===== src/rtl/cam_pixel_capture_pkg.sv =====
// cam_pixel_capture_pkg: shared widths and FSM state encodings for the camera capture path
package cam_pixel_capture_pkg;
    localparam int ADDR_W = 17;
    localparam int PIX_W  = 12;
    localparam int BYTE_W = 8;
    localparam logic [1:0] IDLE    = 2'd0;
    localparam logic [1:0] WAIT_VS = 2'd1;
    localparam logic [1:0] ACTIVE  = 2'd2;
endpackage


===== src/rtl/cam_sync_edge.sv =====
// cam_sync_edge: multi-flop synchronizer with registered-history rise/fall detect
// Ports: clk, reset (async active-low), d (async input), q (synchronized level),
//        rise/fall (one-clk pulses on synchronized transitions)
module cam_sync_edge #(
    parameter int SYNC_STAGES = 2
) (
    input  logic clk,
    input  logic reset,
    input  logic d,
    output logic q,
    output logic rise,
    output logic fall
);
    logic [SYNC_STAGES-1:0] sr;
    logic prev;
    always_ff @(posedge clk or negedge reset)
        if (!reset) begin
            sr   <= '0;
            prev <= 1'b0;
        end else begin
            sr   <= {sr[SYNC_STAGES-2:0], d};
            prev <= sr[SYNC_STAGES-1];
        end
    assign q    = sr[SYNC_STAGES-1];
    assign rise = q & ~prev;
    assign fall = ~q & prev;
endmodule


===== src/rtl/cam_pixel_capture.sv =====
// cam_pixel_capture: samples an 8-bit camera bus and packs byte pairs into RGB444 pixel writes
// Ports: clk, reset (async active-low); cam_pclk/cam_vsync/cam_href/cam_data camera bus;
//        capture_en level enable; addr_out/data_out/WE pixel write (addr bit 16 = overflow);
//        frame_active high during a captured frame; frame_done one-clk end-of-frame pulse
module cam_pixel_capture
    import cam_pixel_capture_pkg::*;
#(
    parameter int SYNC_STAGES = 2,
    parameter int ADDR_LIMIT  = 65536,
    parameter bit HI_FIRST    = 1'b1
) (
    input  logic              clk,
    input  logic              reset,
    input  logic              cam_pclk,
    input  logic              cam_vsync,
    input  logic              cam_href,
    input  logic [BYTE_W-1:0] cam_data,
    input  logic              capture_en,
    output logic [ADDR_W-1:0] addr_out,
    output logic [PIX_W-1:0]  data_out,
    output logic              WE,
    output logic              frame_active,
    output logic              frame_done
);
    localparam logic [ADDR_W-1:0] LIMIT = ADDR_W'(ADDR_LIMIT);
    logic pclk_q, pclk_rise, pclk_fall;
    logic vs_q, vs_rise, vs_fall;
    logic href_q, href_rise, href_fall;
    logic unused_ok;
    logic [BYTE_W-1:0] dly [SYNC_STAGES];
    logic [BYTE_W-1:0] byte_q, byte0;
    logic [PIX_W-1:0]  pix;
    logic [ADDR_W-1:0] cnt;
    logic [1:0] state;
    logic phase, ph, take, pix_valid, done_pend;

    cam_sync_edge #(.SYNC_STAGES(SYNC_STAGES)) u_pclk (
        .clk(clk), .reset(reset), .d(cam_pclk), .q(pclk_q), .rise(pclk_rise), .fall(pclk_fall)
    );
    cam_sync_edge #(.SYNC_STAGES(SYNC_STAGES)) u_vsync (
        .clk(clk), .reset(reset), .d(cam_vsync), .q(vs_q), .rise(vs_rise), .fall(vs_fall)
    );
    cam_sync_edge #(.SYNC_STAGES(SYNC_STAGES)) u_href (
        .clk(clk), .reset(reset), .d(cam_href), .q(href_q), .rise(href_rise), .fall(href_fall)
    );
    assign unused_ok = ^{pclk_q, pclk_fall, vs_q, href_fall};

    // data takes the same number of flops as the controls so a byte lines up with its pclk edge
    always_ff @(posedge clk or negedge reset)
        if (!reset) begin
            for (int i = 0; i < SYNC_STAGES; i++) dly[i] <= '0;
        end else begin
            dly[0] <= cam_data;
            for (int i = 1; i < SYNC_STAGES; i++) dly[i] <= dly[i-1];
        end
    assign byte_q = dly[SYNC_STAGES-1];

    // an href rising edge restarts pairing even if it coincides with the first byte's edge
    assign ph   = href_rise ? 1'b0 : phase;
    assign take = (state == ACTIVE) && pclk_rise && href_q;

    always_ff @(posedge clk or negedge reset)
        if (!reset) begin
            state        <= IDLE;
            phase        <= 1'b0;
            byte0        <= '0;
            pix          <= '0;
            pix_valid    <= 1'b0;
            done_pend    <= 1'b0;
            cnt          <= '0;
            addr_out     <= '0;
            data_out     <= '0;
            WE           <= 1'b0;
            frame_active <= 1'b0;
            frame_done   <= 1'b0;
        end else begin
            pix_valid  <= take && ph;
            // frame end goes through one extra stage so it lines up with the last pixel's WE
            done_pend  <= (state == ACTIVE) && vs_rise;
            frame_done <= done_pend;
            WE         <= 1'b0;
            if (take) phase <= ~ph;
            else if (href_rise) phase <= 1'b0;
            if (take && !ph) byte0 <= byte_q;
            if (take && ph) pix <= HI_FIRST ? {byte0[3:0], byte_q} : {byte_q[3:0], byte0};
            if (done_pend) frame_active <= 1'b0;
            if (state == IDLE) begin
                if (capture_en) state <= WAIT_VS;
            end else if (state == WAIT_VS) begin
                if (!capture_en) state <= IDLE;
                else if (vs_fall) begin
                    state        <= ACTIVE;
                    frame_active <= 1'b1;
                    cnt          <= '0;
                end
            end else if (vs_rise) begin
                state <= capture_en ? WAIT_VS : IDLE;
            end
            if (pix_valid) begin
                if (cnt < LIMIT) begin
                    WE       <= 1'b1;
                    addr_out <= cnt;
                    data_out <= pix;
                    cnt      <= cnt + 1'b1;
                end else begin
                    addr_out <= LIMIT;
                end
            end
        end
endmodule


===== config.mk =====
export PLATFORM = sky130hd
export DESIGN_NAME = cam_pixel_capture
export DESIGN_NICKNAME = d
export VERILOG_FILES = /design/src/rtl/cam_pixel_capture_pkg.sv /design/src/rtl/cam_sync_edge.sv /design/src/rtl/cam_pixel_capture.sv
export SDC_FILE = /design/constraint.sdc
export NUM_CORES = 1
export LEC_CHECK = 0
export ABC_AREA = 1
export CAP_MARGIN = 20
export CORE_UTILIZATION = 25
export DETAILED_ROUTE_END_ITERATION = 7
export SLEW_MARGIN = 30
export SYNTH_ARGS = -nofsm -noshare
export SYNTH_HDL_FRONTEND = slang
export SYNTH_SLANG_ARGS = --single-unit

===== constraint.sdc =====
create_clock -name clk -period 1.65 [get_ports clk]
set_input_delay 0.33 -clock clk [delete_from_list [all_inputs] [get_ports clk]]
set_output_delay 0.33 -clock clk [all_outputs]
set_load 0.01 [all_outputs]

## Word-level counts from Yosys, hierarchy flattened

Index checks and enable logic that the tools add are counted.

| operators by class | value |
|---|---|
| magnitude comparators | 1 |
| reductions and logical operators | 10 |
| muxes and demuxes | 23 |
| bitwise gates (word level) | 9 |
| equal/unequal tests | 4 |
| shift-type cells | 0 |
| divide/modulo/power cells | 0 |
| $add $sub $neg | 1 |
| multipliers | 0 |

Operators by type and width:

| operator | number |
|---|---|
| 17-bit 2-to-1 mux | 7 |
| 17-bit by 1-bit adder with 17-bit output, second input constant | 1 |
| 17-bit < comparator, second input constant | 1 |
| 2-bit 2-to-1 mux | 6 |
| 1-bit 2-to-1 mux | 10 |
| 1-bit logical AND | 5 |
| 1-bit inverter | 5 |
| 1-bit AND | 4 |
| 4-bit by 3-bit inequality test with 1-bit output, second input constant | 1 |
| 3-bit AND reduction | 1 |
| 3-bit nonzero test | 1 |
| 2-bit by 1-bit == test with 1-bit output, second input constant | 1 |
| 2-bit == test, second input constant | 1 |
| 2-bit zero test | 1 |
| 2-bit inequality test, second input constant | 1 |
| 2-bit AND reduction | 1 |
| 1-bit zero test | 1 |

| word-level totals | value |
|---|---|
| memory bits (writable) | 0 |
| input bits | 14 |
| output and inout bits | 32 |
| ROM bits | 0 |
| register bits | 95 |
| word-level logic and storage cells | 68 |
| memories | 0 |
| bits in latches | 0 |

## Logic depth before layout (Yosys ltp)

Gate-level depths: netlist of the first run.

| logic depth | value |
|---|---|
| word-level depth | 8 |
| gate-level depth with buffers | 8 |
| mapped depth without buffers | 8 |

## Modules after synthesis

Synthesis of the first run repeated with hierarchy kept, for this count alone.

| second synthesis, totals | value |
|---|---|
| cell total of the unflattened synthesis | 358 |
| area total of the unflattened synthesis | 3636.0 um^2 |

Modules (own cells, without submodules):

| module | sequential area each (um^2) | instances | area each (um^2) | cells each |
|---|---|---|---|---|
| cam_pixel_capture | 2152.1 | 1 | 3365.7 | 337 |
| cam_sync_edge | 75.1 | 3 | 90.1 | 7 |

## Worst setup path after synthesis of the first run

No wires, ideal clock.

| timing | value |
|---|---|
| kind | reg-to-reg |
| start point | reg state[0] |
| end point | reg pix[1] |
| stages on the path, launching flop included | 8 |
| period minus slack after synthesis | 1.427 ns |
| path buffers | 1 |
| setup slack | 0.223 ns |
| library setup time | 0.083 ns |
| data arrival time | 1.345 ns |
| data required time | 1.567 ns |
| cells stage by stage | dfrtp_1 -> inv_1 -> nand2_1 -> nor3_1 -> ha_1 -> clkbuf_1 -> nand2_1 -> o21ai_0 |

| on the way | value |
|---|---|
| word-level cells in the longest chain between the ends | 4 |

Ends and longest elaborated chain:

| item | line | text |
|---|---|---|
| from (decl) | cam_pixel_capture.sv:34 | `logic [1:0] state;` |
| from (signal assigned) | cam_pixel_capture.sv:97 | `state <= capture_en ? WAIT_VS : IDLE;` |
| 2-bit == test | cam_pixel_capture.sv:60 | `assign take = (state == ACTIVE) && pclk_rise && href_q;` |
| 1-bit logical AND (2 in series) | cam_pixel_capture.sv:60 |  |
| 1-bit logical AND | cam_pixel_capture.sv:85 | `if (take && ph) pix <= HI_FIRST ? {byte0[3:0], byte_q} : {byte_q[3:0], byte0};` |
| to (signal assigned) | cam_pixel_capture.sv:85 |  |
| to (decl) | cam_pixel_capture.sv:32 | `logic [PIX_W-1:0] pix;` |

Every way passes these cells.
A chain may end at the register's enable or synchronous reset.

## Final worst setup path of the first run

| timing | value |
|---|---|
| start point | reg data_out[0] |
| end point | out data_out[0] |

RTL lines:

| item | line | text |
|---|---|---|
| from (decl) | cam_pixel_capture.sv:20 | `output logic [PIX_W-1:0] data_out,` |
| from (signal assigned) | cam_pixel_capture.sv:103 | `data_out <= pix;` |

No word-level cell between the ends.

==> out/qor_table.md, run 1 <==
| Item | Reported | Unit |
|---|---|---|
| Power consumption | 5.316 | mW |
| Number of nets with antenna violations after routing | 0 | - |
| Final Setup Violations | 0 | - |
| Antenna violations before repair | 0 | - |
| RSZ-0062 raised after global routing | false | - |
| GRT met2 Usage | 0.1568 | - |
| Slew HR | 0.6761 | - |
| Number of endpoints with negative hold slack in the final report | 0 | - |
| WL/cell | 11.42 | um |
| Met1 usage | 0.1279 | - |
| Max Fanout on Critical Path | 2 | - |
| Number of buffers on the longest clock path | 2 | - |
| Via count of the first global-routing pass | 2339 | - |
| Global-route wire length before repair | 11440 | um |
| Cell with the biggest individual delay on the critical path | sky130_fd_sc_hd__clkdlybuf4s50_1 | - |
| Number of placement rows | 43 | - |
| Path type of the worst setup path | reg2out | - |
| Most frequently used flop master after synthesis | sky130_fd_sc_hd__dfrtp_1 | - |
| CTS H-tree depth | 3 | - |
| Number of nets in the layout | 421 | - |
| Clock skew | 0.007948 | ns |
| Max stage delay on crit path | 0.55 | ns |
| DRC violation count after routing | 0 | - |
| Cell area after synthesis | 3592 | um2 |
| Count of flip-flops with a built-in enable after synthesis | 0 | - |
| Cell types with the largest area share after synthesis | sky130_fd_sc_hd__dfrtp_1 66%, sky130_fd_sc_hd__nand2_1 8.0%, sky130_fd_sc_hd__o21ai_0 5.3% | - |
| Root buffer cell | sky130_fd_sc_hd__clkbuf_16 | - |
| Placement-stage worst setup slack | -0.02363 | ns |
| Number of I/O port buffers | 45 | - |
| Async set or reset register ratio after synthesis | 1.000 | - |
| TritonCTS buffer count | 9 | - |
| Most utilized layer in the global route result | met2 | - |
| Data arrival, critical path | 1.27 | ns |
| Number of inserted filler cells in the final layout | 1417 | - |
| Met3 track utilization from global routing | 0.03511 | - |
| Leakage Power | 2.088 | nW |
| Worst setup SP type | flip-flop | - |
| Buffers inserted during post-CTS setup optimization | 0 | - |
| Starting density of the core | 0.2578 | - |
| Biggest area consumer among synthesized cells | sky130_fd_sc_hd__dfrtp_1 | - |
| Final slew viol count | 0 | - |
| Cell variety after synth | 26 | - |
| YS warnings | 0 | - |
| Core footprint | 13930 | um2 |
| VDD IR-drop max | 0.0005990 | V |
| Buffering stage count on the worst path with inverters included | 1 | - |
| Clock insertion delay at the later pin of the skew report | 0.34 | ns |
| Final weighted congestion in routability-driven placement | 0.7996 | - |
| TritonCTS clock tree | built | - |
| Class of the tightest hold or removal check | reg2reg | - |
| Per-cell via count in the routed design | 4.177 | - |
| Seq/Total Area, Yosys | 0.6618 | - |
| Most common cell after layout, fill and taps aside | sky130_fd_sc_hd__dfrtp_1 | - |
| Violation count after the first detailed-route iteration | 149 | - |
| Boundary pin count | 46 | - |
| Mapped Avg Cell Area | 10.38 | um2 |
| Fraction of the cycle the final worst path needs | 0.9697 | - |
| Final hold slack | 0.3481 | ns |
| Max Fclk | 0.6250 | GHz |
| Commonest cells after routing, fill and taps aside | 95 x sky130_fd_sc_hd__dfrtp_1, 77 x sky130_fd_sc_hd__nand2_1, 43 x sky130_fd_sc_hd__clkdlybuf4s50_1 | - |
| HPWL after detailed placement | 4816 | um |
| Proportion of netlist area held by the largest area contributor | 0.6618 | - |
| Vert. Die Dim | 121.9 | um |
| Crit path cell chain | clkdlybuf4s50_1 | - |
| Clock-pin slew reported for the worst setup and hold paths after clock tree synthesis | 0.06 | ns |
| Ratio of cells with drive above 1 in the final layout | 0.1054 | - |
| Global Route Usage Sum | 0.1017 | - |
| Req. time, crit path | 1.32 | ns |
| Minimum clock period after layout | 1.600 | ns |
| Pin slew with the least headroom to its limit | 0.4859 | ns |
| Count of mapped cells out of synthesis | 346 | - |
| Total nets after synthesis | 363 | - |
| Maximum capacitance violations | 0 | - |
| Ant diodes | 0 | - |
| 1st-pass router iterations | 4 | - |
| Power density over the cells | 1146 | nW/um2 |
| Final WS setup | 0.04997 | ns |
| Global route overflow | 0 | - |
| Nature of the critical path endpoint | output port | - |
| Clock Sink Count | 95 | - |
| Maximum number of pins on one net before global-route repair | 34 | - |
| Status | completed | - |
| P&R area growth vs syn | 29.08 | % |
| Horiz. Die Dim | 121.9 | um |
| Total wirelength of the detailed-routed design | 6716 | um |
| Post-synthesis sequential element count | 95 | - |
| Kind of cell adding the most delay to the critical path | buffers and inverters | - |
| Overall via count from detail_route | 2456 | - |
| Die area | 14850 | um2 |
## what timing repair did
action | CTS | global route
endpoints found under the setup margin | 0 | 5
endpoints found under the hold margin | 30 | 0
resized for setup | 0 | 3
hold buffers | 1 | 0
## kinds of logic after synthesis
logic type / count (synthesis) / synth area share
flip-flops: 95 / 0.6618
adder cells (fa/ha/maj): 3 / 0.01045
AND/OR/NAND/NOR: 136 / 0.1700
buffers and inverters: 51 / 0.05852
XOR/XNOR: 1 / 0.002439
multiplexers: 4 / 0.01254
AO/OA/AOI/OAI: 56 / 0.08429
## final timing paths
path | from | to | slack (ns) | depth (start not counted)
worst max-delay path | data_out[0] | data_out[0] | 0.05 | 1
worst min-delay path | dly[15] | byte_q[7] | 0.35 | 0
worst max register to register | cnt[0] | cnt[12] | 0.15 | 8
worst min register to register | dly[15] | byte_q[7] | 0.35 | 0
max in group asynchronous | reset | pix_valid | 0.64 | 3
min in group asynchronous | reset | addr_out[8] | 0.49 | 2
## state kept, by name, indices dropped and copies added (netlist names)
signal        cells
WE                1
addr_out         17
byte0             4
byte_q            8
cnt              17
data_out         12
dly               8
done_pend         1
frame_active      1
frame_done        1
phase             1
pix              12
pix_valid         1
state             2
u_href.prev       1
u_href.sr         2
u_pclk.prev       1
u_pclk.sr         2
u_vsync.prev      1
u_vsync.sr        2
## area by class of cell
cell class | instances | area, um2 | share of cell area
Inverter | 42 | 157.7 | 0.03400
Clock buffer | 9 | 225.2 | 0.04857
Timing Repair Buffer | 56 | 585.6 | 0.1263
Multi-Input combinational cell | 200 | 1012 | 0.2183
Sequential cell | 95 | 2377 | 0.5127
Tap cell | 180 | 225.2 | 0.04857
Clock inverter | 6 | 53.80 | 0.01160
## report_power, final
part           internal [mW]  switching, mW  leakage, nW  total, mW
clock network           1.04          0.910        0.140       1.95
registers               2.58          0.213         1.25       2.79
logic                  0.264          0.304        0.697      0.569
total                   3.89           1.43         2.09       5.32
## layer usage
metal  part of all wire  up-vias
met4              0.021        0
met2               0.47       57
met3              0.051       10
li1                   -     1227
met1               0.46     1162
met5                  0        -
## synth_stat cells (all sizes together) (2+ instances only)
cell type / number
ha: 3
a21oi: 6
nor2: 23
nand2: 79
nor3: 8
a22o: 5
o21ai: 43
inv: 42
mux2: 4
nand3: 24
clkbuf: 6
nand4: 2
dfrtp: 95
buf: 3
## through the flow
step	area, um2	setup TNS (ns)	utilization	std cells
finish	4637	0	0.3328	588
floorplan	3592	0	-	346
global route	4637	0	0.3328	588
CTS	4627	0	0.3320	588
global placement	4338	0	0.3113	572
detailed placement	4338	-0.04590	0.3113	572
(Power assumes the default switching activity.)
==> inputs of run 2 (changes only) <==
- CTS_BUF_LIST: unset -> sky130_fd_sc_hd__clkbuf_4
- SLEW_MARGIN: 30 -> 20
==> run 2 against run 1 <==
Compared with the run above: clock skew is 0.018 ns higher; worst hold slack worse by 0.039 ns; count of clock-buffer cells in the layout stayed put; largest cell class unchanged.
==> out/qor_table.md, run 2 (synthesized netlist as in run 1, its figures left out) <==
| Item | Reported | Unit |
|---|---|---|
| Launch instance of the worst min-delay path | cam_pclk | - |
| Ant diodes | 0 | - |
| Data arrival, critical path | 1.86 | ns |
| Antenna violations before repair | 0 | - |
| Number of inserted filler cells in the final layout | 1443 | - |
| Ratio of cells with drive above 1 in the final layout | 0.1226 | - |
| Clock skew | 0.02592 | ns |
| Power consumption | 4.502 | mW |
| Power density over the cells | 1001 | nW/um2 |
| Req. time, crit path | 1.99 | ns |
| Horiz. Die Dim | 121.9 | um |
| Minimum clock period after layout | 1.523 | ns |
| TritonCTS clock tree | built | - |
| Startpoint of the worst register-to-register path | cnt[0] | - |
| Boundary pin count | 46 | - |
| Leakage Power | 2.193 | nW |
| HPWL after detailed placement | 4816 | um |
| Number of nets in the layout | 429 | - |
| Vert. Die Dim | 121.9 | um |
| Via count of the first global-routing pass | 2351 | - |
| Number of I/O port buffers | 45 | - |
| Total wirelength of the detailed-routed design | 6689 | um |
| P&R area growth vs syn | 25.18 | % |
| Number of endpoints with negative hold slack in the final report | 0 | - |
| Most common cell after layout, fill and taps aside | sky130_fd_sc_hd__dfrtp_1 | - |
| Slew HR | 0.6731 | - |
| Number of placement rows | 43 | - |
| WL/cell | 11.22 | um |
| # placed instances | 572 | - |
| Class of the tightest hold or removal check | in2reg | - |
| Per-cell via count in the routed design | 4.168 | - |
| Final non-filler cell area | 4497 | um2 |
| Global Route Usage Sum | 0.1005 | - |
| Largest registers in the final layout | addr_out: 17 flops, cnt: 17 flops | - |
| Clock insertion delay at the later pin of the skew report | 0.45 | ns |
| Status | completed | - |
| Core footprint | 13930 | um2 |
| Overall via count from detail_route | 2484 | - |
| VDD IR-drop max | 0.0003692 | V |
| Sequential cell area | 2377 | um2 |
| Max Fclk | 0.6565 | GHz |
| Global-route wire length before repair | 11440 | um |
| TritonCTS buffer count | 9 | - |
| Starting density of the core | 0.2578 | - |
| Max Fanout on Critical Path | 4 | - |
| Final slew viol count | 0 | - |
| Root buffer cell | sky130_fd_sc_hd__clkbuf_4 | - |
| Global route overflow | 0 | - |
| CTS H-tree depth | 3 | - |
| Pin slew with the least headroom to its limit | 0.4904 | ns |
| Number of nets with antenna violations after routing | 0 | - |
| Fraction of the cycle the final worst path needs | 0.9231 | - |
| Nature of the critical path endpoint | flip-flop | - |
| Final Setup Violations | 0 | - |
| Worst setup SP type | flip-flop | - |
| Path type of the worst setup path | reg2reg | - |
| DRC violation count after routing | 0 | - |
| Die area | 14850 | um2 |
| RSZ-0062 raised after global routing | false | - |
| Clock Sink Count | 95 | - |
| Post-placement cell area | 4338 | um2 |
| Violation count after the first detailed-route iteration | 168 | - |
| Maximum number of pins on one net before global-route repair | 34 | - |
| 1st-pass router iterations | 4 | - |
| Commonest cells after routing, fill and taps aside | 95 x sky130_fd_sc_hd__dfrtp_1, 77 x sky130_fd_sc_hd__nand2_1, 39 x sky130_fd_sc_hd__inv_1 | - |
| Maximum capacitance violations | 0 | - |
| Number of buffers on the longest clock path | 2 | - |
| Layout Cells excl Fill | 596 | - |
| Clock-pin slew reported for the worst setup and hold paths after clock tree synthesis | 0.16 | ns |
| Final weighted congestion in routability-driven placement | 0.7996 | - |
| Area occupied by multi-input gates | 1012 | um2 |
| Worst setup path startpoint | cnt[0] | - |
run 2: layer usage:
layer	track usage	vias up	routed length (um)
met2	0.1571	59	3079
met1	0.1276	1168	3139
met4	0.03858	0	124
met3	0.03418	10	345
met5	0	-	0
li1	-	1247	-
run 2: cell type report:
| class | instances | share of cell area |
|---|---|---|
| clock buffer | 9 | 0.01503 |
| tap | 180 | 0.05008 |
| timing repair buffer | 64 | 0.1341 |
| clock inverter | 6 | 0.01196 |
| sequential | 95 | 0.5287 |
| multi-input combinational | 200 | 0.2251 |
| inverter | 42 | 0.03506 |
run 2: what timing repair did:
| action | CTS | global route |
|---|---|---|
| setup buffers | 8 | 0 |
| resized for setup | 32 | 2 |
| setup endpoints to repair | 32 | 4 |
| hold buffers | 1 | 0 |
| hold endpoints to repair | 30 | 0 |
run 2: final timing paths:
path	end	slack (ns)	cells after the start
setup / recovery	cnt[12]	0.13	8
max in group asynchronous	dly[10]	0.76	3
hold / removal	u_pclk.sr[0]	0.31	1
min in group asynchronous	cnt[0]	0.38	2
hold reg to reg	byte_q[7]	0.36	0
setup reg to reg	cnt[12]	0.13	8
run 2: report_power, final:
| group | internal [mW] | switching [mW] | leakage, nW |
|---|---|---|---|
| sequential | 2.58 | 0.211 | 1.25 |
| combinational | 0.262 | 0.309 | 0.872 |
| clock | 0.335 | 0.808 | 0.0706 |
run 2: critical path, cell delays in order, from the launching register on:
cell and delay [ns]:
sky130_fd_sc_hd__dfrtp_1 0.48, sky130_fd_sc_hd__ha_1 0.23, sky130_fd_sc_hd__nand2_1 0.06, sky130_fd_sc_hd__nor2_1 0.14, sky130_fd_sc_hd__nand2_1 0.11, sky130_fd_sc_hd__nor2_2 0.13, sky130_fd_sc_hd__nand2_1 0.11, sky130_fd_sc_hd__nor2_1 0.09
sky130_fd_sc_hd__o21ai_0 0.07
run 2: metrics by stage:
step           setup slack, ns  setup TNS (ns)  utilization  hold WS [ns]
2_1_floorplan           0.2225               0            -       0.03441
3_3_place_gp          0.009098               0       0.3113        0.3171
3_5_place_dp          -0.02363        -0.04590       0.3113        0.3216
4_1_cts                0.01935               0       0.3222        0.2642
5_1_grt               0.003111               0       0.3227        0.2507
6_report                0.1269               0       0.3227        0.3095
==> inputs of run 3 (changes only) <==
- CORE_MARGIN: unset -> 3
- SETUP_SLACK_MARGIN: unset -> 0.3
==> run 3 against run 2 <==
Compared with the run above: worst hold slack worse by 0.051 ns; non-clock buffer count increased by 39; clock skew grew 0.0020 ns; wire length increased by 16%; die area increased by 6.7%; critical path type unchanged; final area is 11% higher; sequential cell count unchanged; sequential power barely moved.
==> out/qor_table.md, run 3 (synthesized netlist as in run 1, its figures left out) <==
| Item | Reported | Unit |
|---|---|---|
| Status | completed | - |
| Switching part of the total power | 0.2887 | - |
| Global Route Usage Sum | 0.09661 | - |
| Final Setup Violations | 0 | - |
| Starting density of the core | 0.2568 | - |
| Max stage delay on crit path | 0.42 | ns |
| Horiz. Die Dim | 125.9 | um |
| Crit path cell chain | inv_2, nand2_4, nor3_4, buf_6, ha_4, mux2_4 | - |
| 1st-pass router iterations | 4 | - |
| # placed instances | 573 | - |
| TritonCTS clock tree | built | - |
| Final hold slack | 0.2584 | ns |
| Nature of the critical path endpoint | flip-flop | - |
| Number of placement rows | 43 | - |
| Final slew viol count | 0 | - |
| Switching power summed over all nets | 1.405 | mW |
| RSZ-0062 raised after global routing | true | - |
| Maximum number of pins on one net before global-route repair | 34 | - |
| Clock-pin slew reported for the worst setup and hold paths after clock tree synthesis | 0.16 | ns |
| Largest registers in the final layout | addr_out: 17 flops, cnt: 17 flops | - |
| Class of the tightest hold or removal check | in2async | - |
| Placement-stage worst setup slack | -0.02549 | ns |
| Overall via count from detail_route | 2671 | - |
| Fraction of the cycle the final worst path needs | 0.8587 | - |
| Post-placement cell area | 4328 | um2 |
| Part of the power in the clock network | 0.255 | - |
| Slew HR | 0.7818 | - |
| Global-route wire length before repair | 12480 | um |
| Worst setup SP type | flip-flop | - |
| Violation count after the first detailed-route iteration | 131 | - |
| Pint | 3.461 | mW |
| Root buffer cell | sky130_fd_sc_hd__clkbuf_4 | - |
| Combinational cell fraction of total power | 0.167 | - |
| Minimum clock period after layout | 1.417 | ns |
| Final weighted congestion in routability-driven placement | 0.8686 | - |
| Number of nets in the layout | 468 | - |
| Setup tns final | 0 | ns |
| P&R area growth vs syn | 38.77 | % |
| Max Fclk | 0.7058 | GHz |
| Reg-to-reg endpoint | byte0[1] | - |
| Commonest cells after routing, fill and taps aside | 93 x sky130_fd_sc_hd__dfrtp_1, 65 x sky130_fd_sc_hd__nand2_1, 48 x sky130_fd_sc_hd__buf_4 | - |
| Number of buffers on the longest clock path | 2 | - |
| Clock Sink Count | 95 | - |
| Leakage Power | 2.415 | nW |
| Layout Cells excl Fill | 636 | - |
| Path type of the worst setup path | reg2reg | - |
| Clock insertion delay at the later pin of the skew report | 0.46 | ns |
| Sequential power share | 0.579 | - |
| Max Fanout on Critical Path | 4 | - |
| Global route overflow | 0 | - |
| Data arrival, critical path | 1.76 | ns |
| Via count of the first global-routing pass | 2635 | - |
| Boundary pin count | 46 | - |
| Vert. Die Dim | 125.9 | um |
| WL/cell | 12.18 | um |
| Maximum capacitance violations | 0 | - |
| Core footprint | 13990 | um2 |
| Most common cell after layout, fill and taps aside | sky130_fd_sc_hd__dfrtp_1 | - |
| Final WS setup | 0.2331 | ns |
| HPWL after detailed placement | 4957 | um |
| Ant diodes | 0 | - |
| Power consumption | 4.865 | mW |
| Final non-filler cell area | 4985 | um2 |
| Number of nets with antenna violations after routing | 0 | - |
| Cell with the biggest individual delay on the critical path | sky130_fd_sc_hd__dfrtp_1 | - |
| CTS H-tree depth | 3 | - |
| Ratio of cells with drive above 1 in the final layout | 0.3421 | - |
| Die area | 15840 | um2 |
| Register-to-register setup slack | 0.23 | ns |
| TritonCTS buffer count | 9 | - |
| Total wirelength of the detailed-routed design | 7746 | um |
| DRC violation count after routing | 0 | - |
| Worst Reg2Reg Path Length in Cells | 6 | - |
| VDD IR-drop max | 0.0004878 | V |
| Fraction of the core area covered by cells at the end of the flow | 0.3564 | - |
| Worst setup path startpoint | state[0] | - |
| Power density over the cells | 976.0 | nW/um2 |
| Pin slew with the least headroom to its limit | 0.3268 | ns |
| Req. time, crit path | 1.99 | ns |
| Number of endpoints with negative hold slack in the final report | 0 | - |
| Startpoint of the worst register-to-register path | state[0] | - |
| Per-cell via count in the routed design | 4.200 | - |
| Clock skew | 0.02789 | ns |
| Antenna violations before repair | 0 | - |
| Number of I/O port buffers | 45 | - |
## run 3: changes by cell type in the layout (fill, tap and decap cells not counted), moves of 6 or more
cell,delta
sky130_fd_sc_hd__buf_4,+33
sky130_fd_sc_hd__dlygate4sd2_1,-32
sky130_fd_sc_hd__buf_2,+24
sky130_fd_sc_hd__buf_6,+13
sky130_fd_sc_hd__nand2_1,-12
sky130_fd_sc_hd__o21ai_0,-8
sky130_fd_sc_hd__nand2_2,+7
sky130_fd_sc_hd__nand3_1,-6
sky130_fd_sc_hd__nand3_2,+6
## run 3: worst max path at each step
stage               end  slack, ns  cells after the start
2_1_floorplan  byte0[0]       0.33                      5
3_3_place_gp     cnt[4]      0.003                      7
3_5_place_dp     cnt[0]      -0.03                      7
4_1_cts        byte0[1]       0.18                      6
5_1_grt        byte0[0]       0.17                      6
6_report       byte0[1]       0.23                      6
## run 3: final cells by class
| class | count | area (um2) |
|---|---|---|
| multi-input cells | 200 | 1201 |
| inverters | 42 | 167.7 |
| flip-flops and latches | 95 | 2380 |
| well taps | 180 | 225.2 |
| fillers | 1443 | 9004 |
| clock buffers | 9 | 67.56 |
| repair buffers | 103 | 874.6 |
| clock inverters | 7 | 68.82 |
## run 3: power groups by stage
stage / combinational, mW / clock (mW) / sequential [mW]
after detailed placement: 0.570 / 0 / 2.84
after CTS: 0.686 / 1.30 / 2.79
after global routing: 0.907 / 1.39 / 2.85
final: 0.810 / 1.24 / 2.82
after global placement: 0.551 / 0 / 2.83
after floorplan: 0.317 / 0 / 2.81
## run 3: per-layer routing
metal  GRT usage  vias to the layer above  wire (um)
met5           0                        -          0
met3     0.03478                        7        366
met2      0.1595                       54       3972
li1            -                     1333          -
met4     0.03028                        0         87
met1      0.1188                     1277       3320
## run 3: critical path, delay by kind of cell (launching register included)
kind	cells	cell delay, ns
flops	1	0.42
buf+inv	2	0.21
fa+ha+maj	1	0.17
mux	1	0.31
simple gates	2	0.21
## run 3: repair_timing
action | 4_1_cts | 5_1_grt
buffers inserted | 25 | 18
pin swaps | 6 | 16
gates cloned | 1 | 2
endpoints found under the setup margin | 56 | 59
endpoints found under the hold margin | 49 | 0
gates resized for setup | 153 | 52
hold buffers | 1 | 0
